<file path="src/rtl/dsp_pkg.sv">
// Shared constants and types for the DSP slice B-operand input stage.
// Operand source encodings, flush FSM state type and counter width helper.
package dsp_pkg;

  localparam int SEL_W = 2;

  localparam logic [SEL_W-1:0] SEL_DIRECT  = 2'b00;
  localparam logic [SEL_W-1:0] SEL_CASCADE = 2'b01;
  localparam logic [SEL_W-1:0] SEL_ZERO    = 2'b10;
  localparam logic [SEL_W-1:0] SEL_RSVD    = 2'b11;

  typedef enum logic {
    ST_RUN   = 1'b0,
    ST_FLUSH = 1'b1
  } flush_state_e;

  // Flush counter must hold DEPTH-1; keep at least one bit so DEPTH=0/1 elaborate cleanly.
  function automatic int cnt_w(input int depth);
    return (depth < 1) ? 1 : $clog2(depth + 1);
  endfunction

endpackage

</file>
<file path="src/rtl/b_input_stage_if.sv">
// Operand/handshake bundle of the B input stage.
// master = slice control/source side, slave = the input stage itself.
interface b_input_stage_if #(
  parameter int WIDTH = 18
);
  import dsp_pkg::*;

  logic             ce;
  logic [SEL_W-1:0] sel;
  logic [WIDTH-1:0] din_direct;
  logic [WIDTH-1:0] din_cascade;
  logic             in_valid;
  logic [WIDTH-1:0] dout;
  logic             out_valid;
  logic [WIDTH-1:0] bcout;
  logic             flushing;

  modport master (
    output ce, sel, din_direct, din_cascade, in_valid,
    input  dout, out_valid, bcout, flushing
  );

  modport slave (
    input  ce, sel, din_direct, din_cascade, in_valid,
    output dout, out_valid, bcout, flushing
  );

endinterface

</file>
<file path="src/rtl/b_input_stage_pipe_stage.sv">
// One B pipeline register: data plus valid bit, clock-enabled, with a
// synchronous valid-clear used to kill pre-switch operands on a mode change.
module bin_pipe_stage #(
  parameter int WIDTH = 18
) (
  input  logic             clk,
  input  logic             rst_n,
  input  logic             ce_i,
  input  logic             vclr_i,
  input  logic [WIDTH-1:0] d_i,
  input  logic             v_i,
  output logic [WIDTH-1:0] q_o,
  output logic             v_o
);

  logic [WIDTH:0] stage_q;

  // Data still shifts on a clear; only the qualifier is dropped.
  always_ff @(posedge clk or negedge rst_n) begin
    if (!rst_n) begin
      stage_q <= '0;
    end else if (ce_i) begin
      stage_q <= {v_i & ~vclr_i, d_i};
    end
  end

  assign q_o = stage_q[WIDTH-1:0];
  assign v_o = stage_q[WIDTH];

endmodule

</file>
<file path="src/rtl/b_input_stage.sv">
// B-operand input stage: source mux, DEPTH-stage clock-enabled pipeline and
// mode-switch flush tracking. Optional macro BIN_SEL_REG_EN registers sel first.
//
// state    | meaning
// ST_RUN   | flush_cnt==0, pipeline holds only current-mode operands
// ST_FLUSH | flush_cnt!=0, invalidated pre-switch stages still draining
module b_input_stage
  import dsp_pkg::*;
#(
  parameter int WIDTH = 18,
  parameter int DEPTH = 1
) (
  input  logic                clk,
  input  logic                rst_n,
  b_input_stage_if.slave      bus
);

  logic [SEL_W-1:0] sel_eff;
  logic [WIDTH-1:0] mux_data;

`ifdef BIN_SEL_REG_EN
  logic [SEL_W-1:0] sel_reg_q;

  always_ff @(posedge clk or negedge rst_n) begin
    if (!rst_n) begin
      sel_reg_q <= SEL_DIRECT;
    end else if (bus.ce) begin
      sel_reg_q <= bus.sel;
    end
  end

  assign sel_eff = sel_reg_q;
`else
  assign sel_eff = bus.sel;
`endif

  // Reserved encoding behaves as ZERO.
  always_comb begin
    mux_data = '0;
    case (sel_eff)
      SEL_DIRECT:  mux_data = bus.din_direct;
      SEL_CASCADE: mux_data = bus.din_cascade;
      default:     mux_data = '0;
    endcase
  end

  generate
    if (DEPTH == 0) begin : g_comb
      assign bus.dout      = mux_data;
      assign bus.bcout     = mux_data;
      assign bus.out_valid = bus.in_valid;
      assign bus.flushing  = 1'b0;
    end else begin : g_pipe
      localparam int                CNT_W  = cnt_w(DEPTH);
      localparam logic [CNT_W-1:0]  RELOAD = CNT_W'(DEPTH - 1);

      flush_state_e     state_q, state_d;
      logic [CNT_W-1:0] cnt_q, cnt_d;
      logic [SEL_W-1:0] sel_q, sel_d;
      logic             sel_chg;

      logic [WIDTH-1:0] stg_data [DEPTH+1];
      logic             stg_vld  [DEPTH+1];

      assign stg_data[0] = mux_data;
      assign stg_vld[0]  = bus.in_valid;
      assign sel_chg     = (sel_eff != sel_q);

      for (genvar k = 1; k <= DEPTH; k++) begin : g_stage
        bin_pipe_stage #(
          .WIDTH (WIDTH)
        ) u_stage (
          .clk    (clk),
          .rst_n  (rst_n),
          .ce_i   (bus.ce),
          .vclr_i ((k > 1) ? sel_chg : 1'b0),
          .d_i    (stg_data[k-1]),
          .v_i    (stg_vld[k-1]),
          .q_o    (stg_data[k]),
          .v_o    (stg_vld[k])
        );
      end

      always_ff @(posedge clk or negedge rst_n) begin
        if (!rst_n) begin
          state_q <= ST_RUN;
          cnt_q   <= '0;
          sel_q   <= SEL_DIRECT;
        end else begin
          state_q <= state_d;
          cnt_q   <= cnt_d;
          sel_q   <= sel_d;
        end
      end

      always_comb begin
        state_d = state_q;
        cnt_d   = cnt_q;
        sel_d   = sel_q;
        if (bus.ce) begin
          sel_d = sel_eff;
          if (sel_chg) begin
            cnt_d = RELOAD;
          end else if (cnt_q != '0) begin
            cnt_d = cnt_q - CNT_W'(1);
          end
          state_d = (cnt_d != '0) ? ST_FLUSH : ST_RUN;
        end
      end

      always_comb begin
        bus.flushing  = (state_q == ST_FLUSH);
        bus.dout      = stg_data[DEPTH];
        bus.bcout     = stg_data[DEPTH];
        bus.out_valid = stg_vld[DEPTH];
      end
    end
  endgenerate

endmodule

</file>
<file path="src/flat_wrapper.sv">
// flat-port wrapper written by rule: the top's interface ports become plain ports
module b_input_stage_flat import dsp_pkg::*;
#(
  parameter int WIDTH = 18,
  parameter int DEPTH = 1
)
  (clk, rst_n, bus_ce, bus_sel, bus_din_direct, bus_din_cascade, bus_in_valid, bus_dout, bus_out_valid, bus_bcout, bus_flushing);
  b_input_stage_if #(.WIDTH(WIDTH)) bus_i ();
  input  logic clk;
  input  logic rst_n;
  input wire logic [$bits(bus_i.ce)-1:0] bus_ce;
  input wire logic [$bits(bus_i.sel)-1:0] bus_sel;
  input wire logic [$bits(bus_i.din_direct)-1:0] bus_din_direct;
  input wire logic [$bits(bus_i.din_cascade)-1:0] bus_din_cascade;
  input wire logic [$bits(bus_i.in_valid)-1:0] bus_in_valid;
  output wire logic [$bits(bus_i.dout)-1:0] bus_dout;
  output wire logic [$bits(bus_i.out_valid)-1:0] bus_out_valid;
  output wire logic [$bits(bus_i.bcout)-1:0] bus_bcout;
  output wire logic [$bits(bus_i.flushing)-1:0] bus_flushing;
  assign bus_i.ce = bus_ce;
  assign bus_i.sel = bus_sel;
  assign bus_i.din_direct = bus_din_direct;
  assign bus_i.din_cascade = bus_din_cascade;
  assign bus_i.in_valid = bus_in_valid;
  assign bus_dout = bus_i.dout;
  assign bus_out_valid = bus_i.out_valid;
  assign bus_bcout = bus_i.bcout;
  assign bus_flushing = bus_i.flushing;
  b_input_stage #(.WIDTH(WIDTH), .DEPTH(DEPTH)) u_core (.clk(clk), .rst_n(rst_n), .bus(bus_i));
endmodule
</file>
<file path="config.mk">
export PLATFORM = sky130hd
export DESIGN_NAME = b_input_stage_flat
export DESIGN_NICKNAME = d
export VERILOG_FILES = /design/src/rtl/dsp_pkg.sv /design/src/rtl/b_input_stage_if.sv /design/src/rtl/b_input_stage_pipe_stage.sv /design/src/rtl/b_input_stage.sv /design/src/flat_wrapper.sv
export SDC_FILE = /design/constraint.sdc
export NUM_CORES = 1
export LEC_CHECK = 0
export CAP_MARGIN = 20
export CORE_UTILIZATION = 30
export DETAILED_ROUTE_END_ITERATION = 8
export GPL_TIMING_DRIVEN = 0
export PLACE_DENSITY = 0.76
export SYNTH_ARGS = -nofsm -noshare
export SYNTH_HDL_FRONTEND = slang
export SYNTH_SLANG_ARGS = --single-unit
</file>
<file path="constraint.sdc">
create_clock -name clk -period 0.85 [get_ports clk]
set_clock_uncertainty 0.2 [all_clocks]
set_input_delay 0.2125 -clock clk [delete_from_list [all_inputs] [get_ports clk]]
set_output_delay 0.2125 -clock clk [all_outputs]
set_load 0.005 [all_outputs]
</file>
==> impl_results.md, run 1 <==
* Max FFs per register at 19
* Seq cells post-synth at 19
* Reg with most FFs: u_core.g_pipe.g_stage.u_stage.stage_q
* Area growth from synthesis to layout at 103.1%
* Unique masters post-synth at 12
* RR Endpoint: u_core.g_pipe.g_stage[1].u_stage.stage_q[2]$_DFFE_PN0P_
* Synth Area in Compound Gates at 11.18%
* Max Slew Vio Count at 0
* Pwr per Cell Area at 1188 nW/um^2
* Final setup margin at -0.6028 ns
* Worst r2r src: u_core.g_pipe.g_stage[1].u_stage.stage_q[2]$_DFFE_PN0P_
* CP arrival at 1.04 ns
* Syn Area/Cell at 10.53 sq um
* Post-Synthesis Cells at 101
* First-pass GRT wire length at 4.422 mm
* Die extent in x at 61.54 microns
* Min-Delay Path Class: in2async
* DRC Markers at 0
* Row count at 21
* Final nets at 237
* DP Worst Slack at -0.7495 ns
* Final hold slack at -0.2474 ns
* Hold Fails Final Rpt at 19
* Vias at 1054
* R2r setup slk at -0.23 ns
* Routed len/inst at 12.68 microns
* Req. time, crit path at 0.44 ns
* Most common cell after layout, fill and taps aside: buf_6
* # Max-Cap Violations at 0
* Worst setup SP type: flip-flop
* RSZ-0062 raised after global routing: true
* Largest family of logic cells by synthesized area: buffers and inverters
* Die Span Y at 61.54 microns
* TritonCTS buffer count at 3
* Hpwl dp at 2.159 mm
* Critical path launch point: u_core.g_pipe.g_stage[1].u_stage.stage_q[2]$_DFFE_PN0P_
* Vias in the first global route at 1063
* H-Tree Level Count at 1
* Starting density of the core at 31.62%
* CP Class: reg2out
* Grt ovf at 0
* Simple-Gate Fraction of Synth Area at 0.5882%
* Gpl congestion at 0.6474
* Global Route Usage Sum at 15.88%
* XOR/XNOR Fraction of Synth Area at 0%
* Initial antenna violation count at 0
* DRT iter0 DRCs at 7
* CTS Sinks at 19
* Highest-count cells in the layout ignoring fill and taps: 48 x buf_6, 29 x clkdlybuf4s50_1, 19 x dfrtp_1
* Tot Pwr at 0.002566 W
* Post-DRT Antenna Nets at 0
* Failing checks: negative hold slack, negative setup slack
* Number of port buffers at 77
* Antenna Cells at 0
* Cell chosen for the clock root: clkbuf_4
* Core Region at 3363 sq um
* First-pass DRT Iterations at 4
* Biggest regs: u_core.g_pipe.g_stage.u_stage.stage_q x19
* Largest net degree at the start of global routing at 20
* VDD IR-drop max at 0.5388 mV
* Final Cycle Share at 170.9%
* Final setup vio count at 56
* DIE AREA at 3787 sq um
* R2R cell count at 4
* Clk pin slew, worst setup/hold paths at 0.11 ns
* Clock buffer depth at 2
* Layout Utilization at 64.21%
* Routed Wire Length at 3.044 mm
* Sequential element share of the synthesized area at 44.71%
* Worst Setup End Kind: output pin
* CTS tree: built
* Tmin final at 1.453 ns
* Mux cell area share after synthesis at 18.00%
* Num ports at 80
* Syn Nets at 143
* Synth Area in Adders at 0%
* Crit Path Max Fanout at 2
* Status: finished with violations
* Clk_lat worst skew at 0.29 ns
* Max Fclk at 688.3 MHz
* P_leak at 1.089 nW
* Share of layout cells above drive strength 1 at 51.55%
* Post-synthesis cell area at 1064 sq um
* Count of yosys warnings during synthesis at 0
* DR vias/cell at 4.392
## worst max-delay path, stage by stage (launching register included)
cell	delay, ns
dfrtp_1	0.42
buf_6	0.13
buf_6	0.10
buf_6	0.10
## repair_timing
action | 4_1_cts | 5_1_grt
gates cloned | 1 | 0
resized for setup | 201 | 14
buffers inserted | 9 | 6
pin swaps | 9 | 9
setup endpoints to repair | 75 | 56
hold endpoints to repair | 19 | 19
## per-layer routing
metal / global-route usage [%] / share of wire (%) / routed length [microns]
met1: 19.30 / 40 / 1223
met2: 28.57 / 52 / 1571
met3: 2.731 / 7.9 / 241
met4: 4.762 / 0.26 / 8
met5: 0 / 0 / 0
## area by class of cell
cell class	instances	area [sq um]
plain buffers	24	291.5
clock buffers	4	26.28
fillers	300	1204
inverters	18	67.56
multi-input cells	39	384.1
flip-flops and latches	19	475.5
well taps	46	57.56
repair buffers	90	857.1
## logic make-up (layout without fill, tap and decap cells)
group,Yosys count,count (layout)
AO/OA/AOI/OAI,18,18
buffers and inverters,43,136
flip-flops,19,19
multiplexers,19,19
other,1,1
AND/OR/NAND/NOR,1,1
## where the power goes
group | switching [W] | internal [W]
clock | 0.000274 | 0.000182
combinational | 0.000324 | 0.000721
sequential | 0.0000793 | 0.000984
total | 0.000678 | 0.00189
## metrics by stage
step           cell area [sq um]  std cells  hold slack (ns)  setup TNS (ns)
3_5_place_dp                1992        224           0.3038          -43.50
4_1_cts                     2096        237          -0.2371          -19.01
2_1_floorplan               1164        101          -0.2831          -3.394
3_3_place_gp                1992        224           0.2987          -42.04
5_1_grt                     2160        240          -0.2248          -21.15
6_report                    2160        240          -0.2474          -18.68
## cell usage after synthesis, drive strengths merged
library cell / n / area, sq um
nand2b: 1 / 6.260
conb: 1 / 3.750
mux2i: 18 / 180.2
mux2: 1 / 11.26
inv: 18 / 67.56
buf: 25 / 200.2
dfrtp: 19 / 475.5
o22ai: 18 / 118.9
## worst max-delay path by stage
| stage | slack (ns) | cells after the start | endpoint |
|---|---|---|---|
| 2_1_floorplan | -0.20 | 4 | u_core.g_pipe.g_stage[1].u_stage.stage_q[9]$_DFFE_PN0P_ |
| 3_3_place_gp | -0.75 | 4 | u_core.g_pipe.g_stage[1].u_stage.stage_q[12]$_DFFE_PN0P_ |
| 3_5_place_dp | -0.75 | 4 | u_core.g_pipe.g_stage[1].u_stage.stage_q[11]$_DFFE_PN0P_ |
| 4_1_cts | -0.61 | 3 | bus_dout[0] |
| 5_1_grt | -0.65 | 3 | bus_dout[0] |
| 6_report | -0.60 | 3 | bus_dout[2] |
(Power assumes the default switching activity.)
==> run 2, diff against run 1 <==
--- a/config.mk
+++ b/config.mk
@@ -6,10 +6,11 @@
 export NUM_CORES = 1
 export LEC_CHECK = 0
 export CAP_MARGIN = 20
-export CORE_UTILIZATION = 30
+export CORE_UTILIZATION = 36
+export CTS_CLUSTER_SIZE = 20
 export DETAILED_ROUTE_END_ITERATION = 8
 export GPL_TIMING_DRIVEN = 0
-export PLACE_DENSITY = 0.76
+export PLACE_DENSITY = 0.86
 export SYNTH_ARGS = -nofsm -noshare
 export SYNTH_HDL_FRONTEND = slang
 export SYNTH_SLANG_ARGS = --single-unit
==> constraint.sdc (replaced) <==
create_clock -name clk -period 1.81 [get_ports clk]
set_clock_uncertainty 0.2 [all_clocks]
set_input_delay 0.4525 -clock clk [delete_from_list [all_inputs] [get_ports clk]]
set_output_delay 0.4525 -clock clk [all_outputs]
set_load 0.005 [all_outputs]
==> run 2 against run 1 <==
Effect of this change: the flow now finishes without violations; cell count is 10% lower; wire length is 13% lower; setup slack better by 0.68 ns; cell area is 13% lower; highest routed layer is now met3; sequential power is 54% lower.
==> impl_results.md, run 2 (synthesized netlist as in run 1, its figures left out) <==
* Slowest cell delay on critical path at 0.41 ns
* Final setup vio count at 0
* Critical Path, Cell by Cell: buf_4, dlygate4sd2_1
* P_leak at 1.000 nW
* Clk_lat worst skew at 0.28 ns
* Routed Wire Length at 2.643 mm
* Worst slew pin tran at 0.8456 ns
* Tmin final at 1.737 ns
* First-pass GRT wire length at 4.140 mm
* DRC Markers at 0
* Most common cell after layout, fill and taps aside: clkdlybuf4s50_1
* Die extent in x at 56.35 microns
* Worst r2r src: u_core.g_pipe.g_stage[1].u_stage.stage_q[11]$_DFFE_PN0P_
* CTS tree: built
* Final nets at 227
* Largest net degree at the start of global routing at 20
* Req. time, crit path at 1.16 ns
* Worst setup SP type: flip-flop
* Die Span Y at 56.35 microns
* Initial antenna violation count at 0
* VDD IR-drop max at 0.4167 mV
* Slowest-stage cell, CP: dfrtp_1
* Reg with most FFs: u_core.g_pipe.g_stage.u_stage.stage_q
* CTS Sinks at 19
* Global Route Usage Sum at 16.48%
* Vias in the first global route at 983
* Crit Path Max Fanout at 3
* Clk pin slew, worst setup/hold paths at 0.10 ns
* Vias at 983
* Tot Pwr at 0.001058 W
* Num ports at 80
* Clock buffer depth at 2
* Hold Startpoint: u_core.g_pipe.g_stage[1].u_stage.stage_q[18]$_DFFE_PN0P_
* Max Fclk at 575.7 MHz
* Post-DRT Antenna Nets at 0
* Starting density of the core at 38.24%
* # Max-Cap Violations at 0
* Pwr per Cell Area at 566.1 nW/um^2
* Status: finished, final reports clean
* Final hold slack at 0.3249 ns
* CP Class: reg2out
* Area growth from synthesis to layout at 75.65%
* Row count at 19
* Worst Setup End Kind: output pin
* CP arrival at 1.08 ns
* Max-slew headroom at 43.45%
* Critical path launch point: u_core.g_pipe.g_stage[1].u_stage.stage_q[2]$_DFFE_PN0P_
* Antenna Cells at 0
* DR vias/cell at 4.572
* Max Slew Vio Count at 0
* Min-Delay Path Class: reg2reg
* Hold Fails Final Rpt at 0
* H-Tree Level Count at 1
* Highest-count cells in the layout ignoring fill and taps: 40 x clkdlybuf4s50_1, 37 x dlygate4sd2_1, 21 x buf_4
* Core Region at 2781 sq um
* Grt ovf at 0
* First-pass DRT Iterations at 2
* TritonCTS buffer count at 3
* Hpwl dp at 2.166 mm
* Gpl congestion at 0.7211
* Max FFs per register at 19
* DRT iter0 DRCs at 12
* Share of layout cells above drive strength 1 at 17.39%
* Layout fillers at 225
* Routed len/inst at 12.29 microns
* Cell chosen for the clock root: clkbuf_4
* Final Cycle Share at 95.97%
* Biggest regs: u_core.g_pipe.g_stage.u_stage.stage_q x19
* RSZ-0062 raised after global routing: false
* DIE AREA at 3175 sq um
* Number of port buffers at 77
* Setup TNS at 0 ns
==> run 2: final timing paths <==
path / end / slack [ns] / depth (start not counted)
hold reg to reg: u_core.g_pipe.g_stage[1].u_stage.stage_q[18]$_DFFE_PN0P_ / 0.32 / 1
hold / removal: u_core.g_pipe.g_stage[1].u_stage.stage_q[18]$_DFFE_PN0P_ / 0.32 / 1
setup / recovery: bus_dout[2] / 0.07 / 2
setup reg to reg: u_core.g_pipe.g_stage[1].u_stage.stage_q[11]$_DFFE_PN0P_ / 0.84 / 3
min in group asynchronous: u_core.g_pipe.g_stage[1].u_stage.stage_q[12]$_DFFE_PN0P_ / 0.44 / 1
max in group asynchronous: u_core.g_pipe.g_stage[1].u_stage.stage_q[3]$_DFFE_PN0P_ / 0.45 / 1
==> run 2: repair_timing <==
item | CTS | global route
setup endpoints to repair | 37 | 0
buffers inserted | 2 | 0
hold buffers | 0 | 0
resized for setup | 37 | 0
==> run 2: where the power goes <==
group          leakage [nW]  internal, W  total (W)  switching, W
sequential            0.246     0.000462   0.000491     0.0000284
clock                0.0150    0.0000854   0.000206      0.000120
combinational         0.739     0.000244   0.000361      0.000117
==> run 2: metrics by stage <==
| stage | instances | instance area (sq um) | setup slack [ns] | util [%] |
|---|---|---|---|---|
| floorplan | 101 | 1064 | 0.4867 | - |
| global placement | 209 | 1873 | -0.02636 | 67.34 |
| detailed placement | 209 | 1873 | -0.05629 | 67.34 |
| CTS | 215 | 1868 | 0.05141 | 67.16 |
| global route | 215 | 1868 | 0.01461 | 67.16 |
| finish | 215 | 1868 | 0.07296 | 67.16 |
==> run 2: worst max-delay path: cells and delay by family (launching register included) <==
| family | cells | cell delay, ns |
|---|---|---|
| flops | 1 | 0.41 |
| buf+inv | 2 | 0.39 |
==> run 2: area by class of cell <==
type | instances | area (sq um) | area share [%]
timing repair buffer | 79 | 739.5 | 39.58
sequential | 19 | 475.5 | 25.45
multi-input combinational | 39 | 320.3 | 17.15
buffer | 25 | 200.2 | 10.72
inverter | 18 | 67.56 | 3.617
tap | 31 | 38.79 | 2.076
clock buffer | 4 | 26.28 | 1.407
==> run 2: per-layer routing <==
layer / wire (microns) / up-vias / track usage (%)
li1: - / 479 / -
met1: 978 / 445 / 16.91
met2: 1348 / 59 / 32.65
met3: 316 / 0 / 4.839
met4: 0 / 0 / 3.136
met5: 0 / - / 0
==> run 3, diff against run 2 <==
--- a/config.mk
+++ b/config.mk
@@ -5,10 +5,12 @@
 export SDC_FILE = /design/constraint.sdc
 export NUM_CORES = 1
 export LEC_CHECK = 0
+export ABC_CLOCK_PERIOD_IN_PS = 1810
 export CAP_MARGIN = 20
 export CORE_UTILIZATION = 36
 export CTS_CLUSTER_SIZE = 20
 export DETAILED_ROUTE_END_ITERATION = 8
+export GPL_ROUTABILITY_DRIVEN = 0
 export GPL_TIMING_DRIVEN = 0
 export PLACE_DENSITY = 0.86
 export SYNTH_ARGS = -nofsm -noshare
==> results of run 3 <==
Final layout, timing and power as in run 2 (identical DEF).
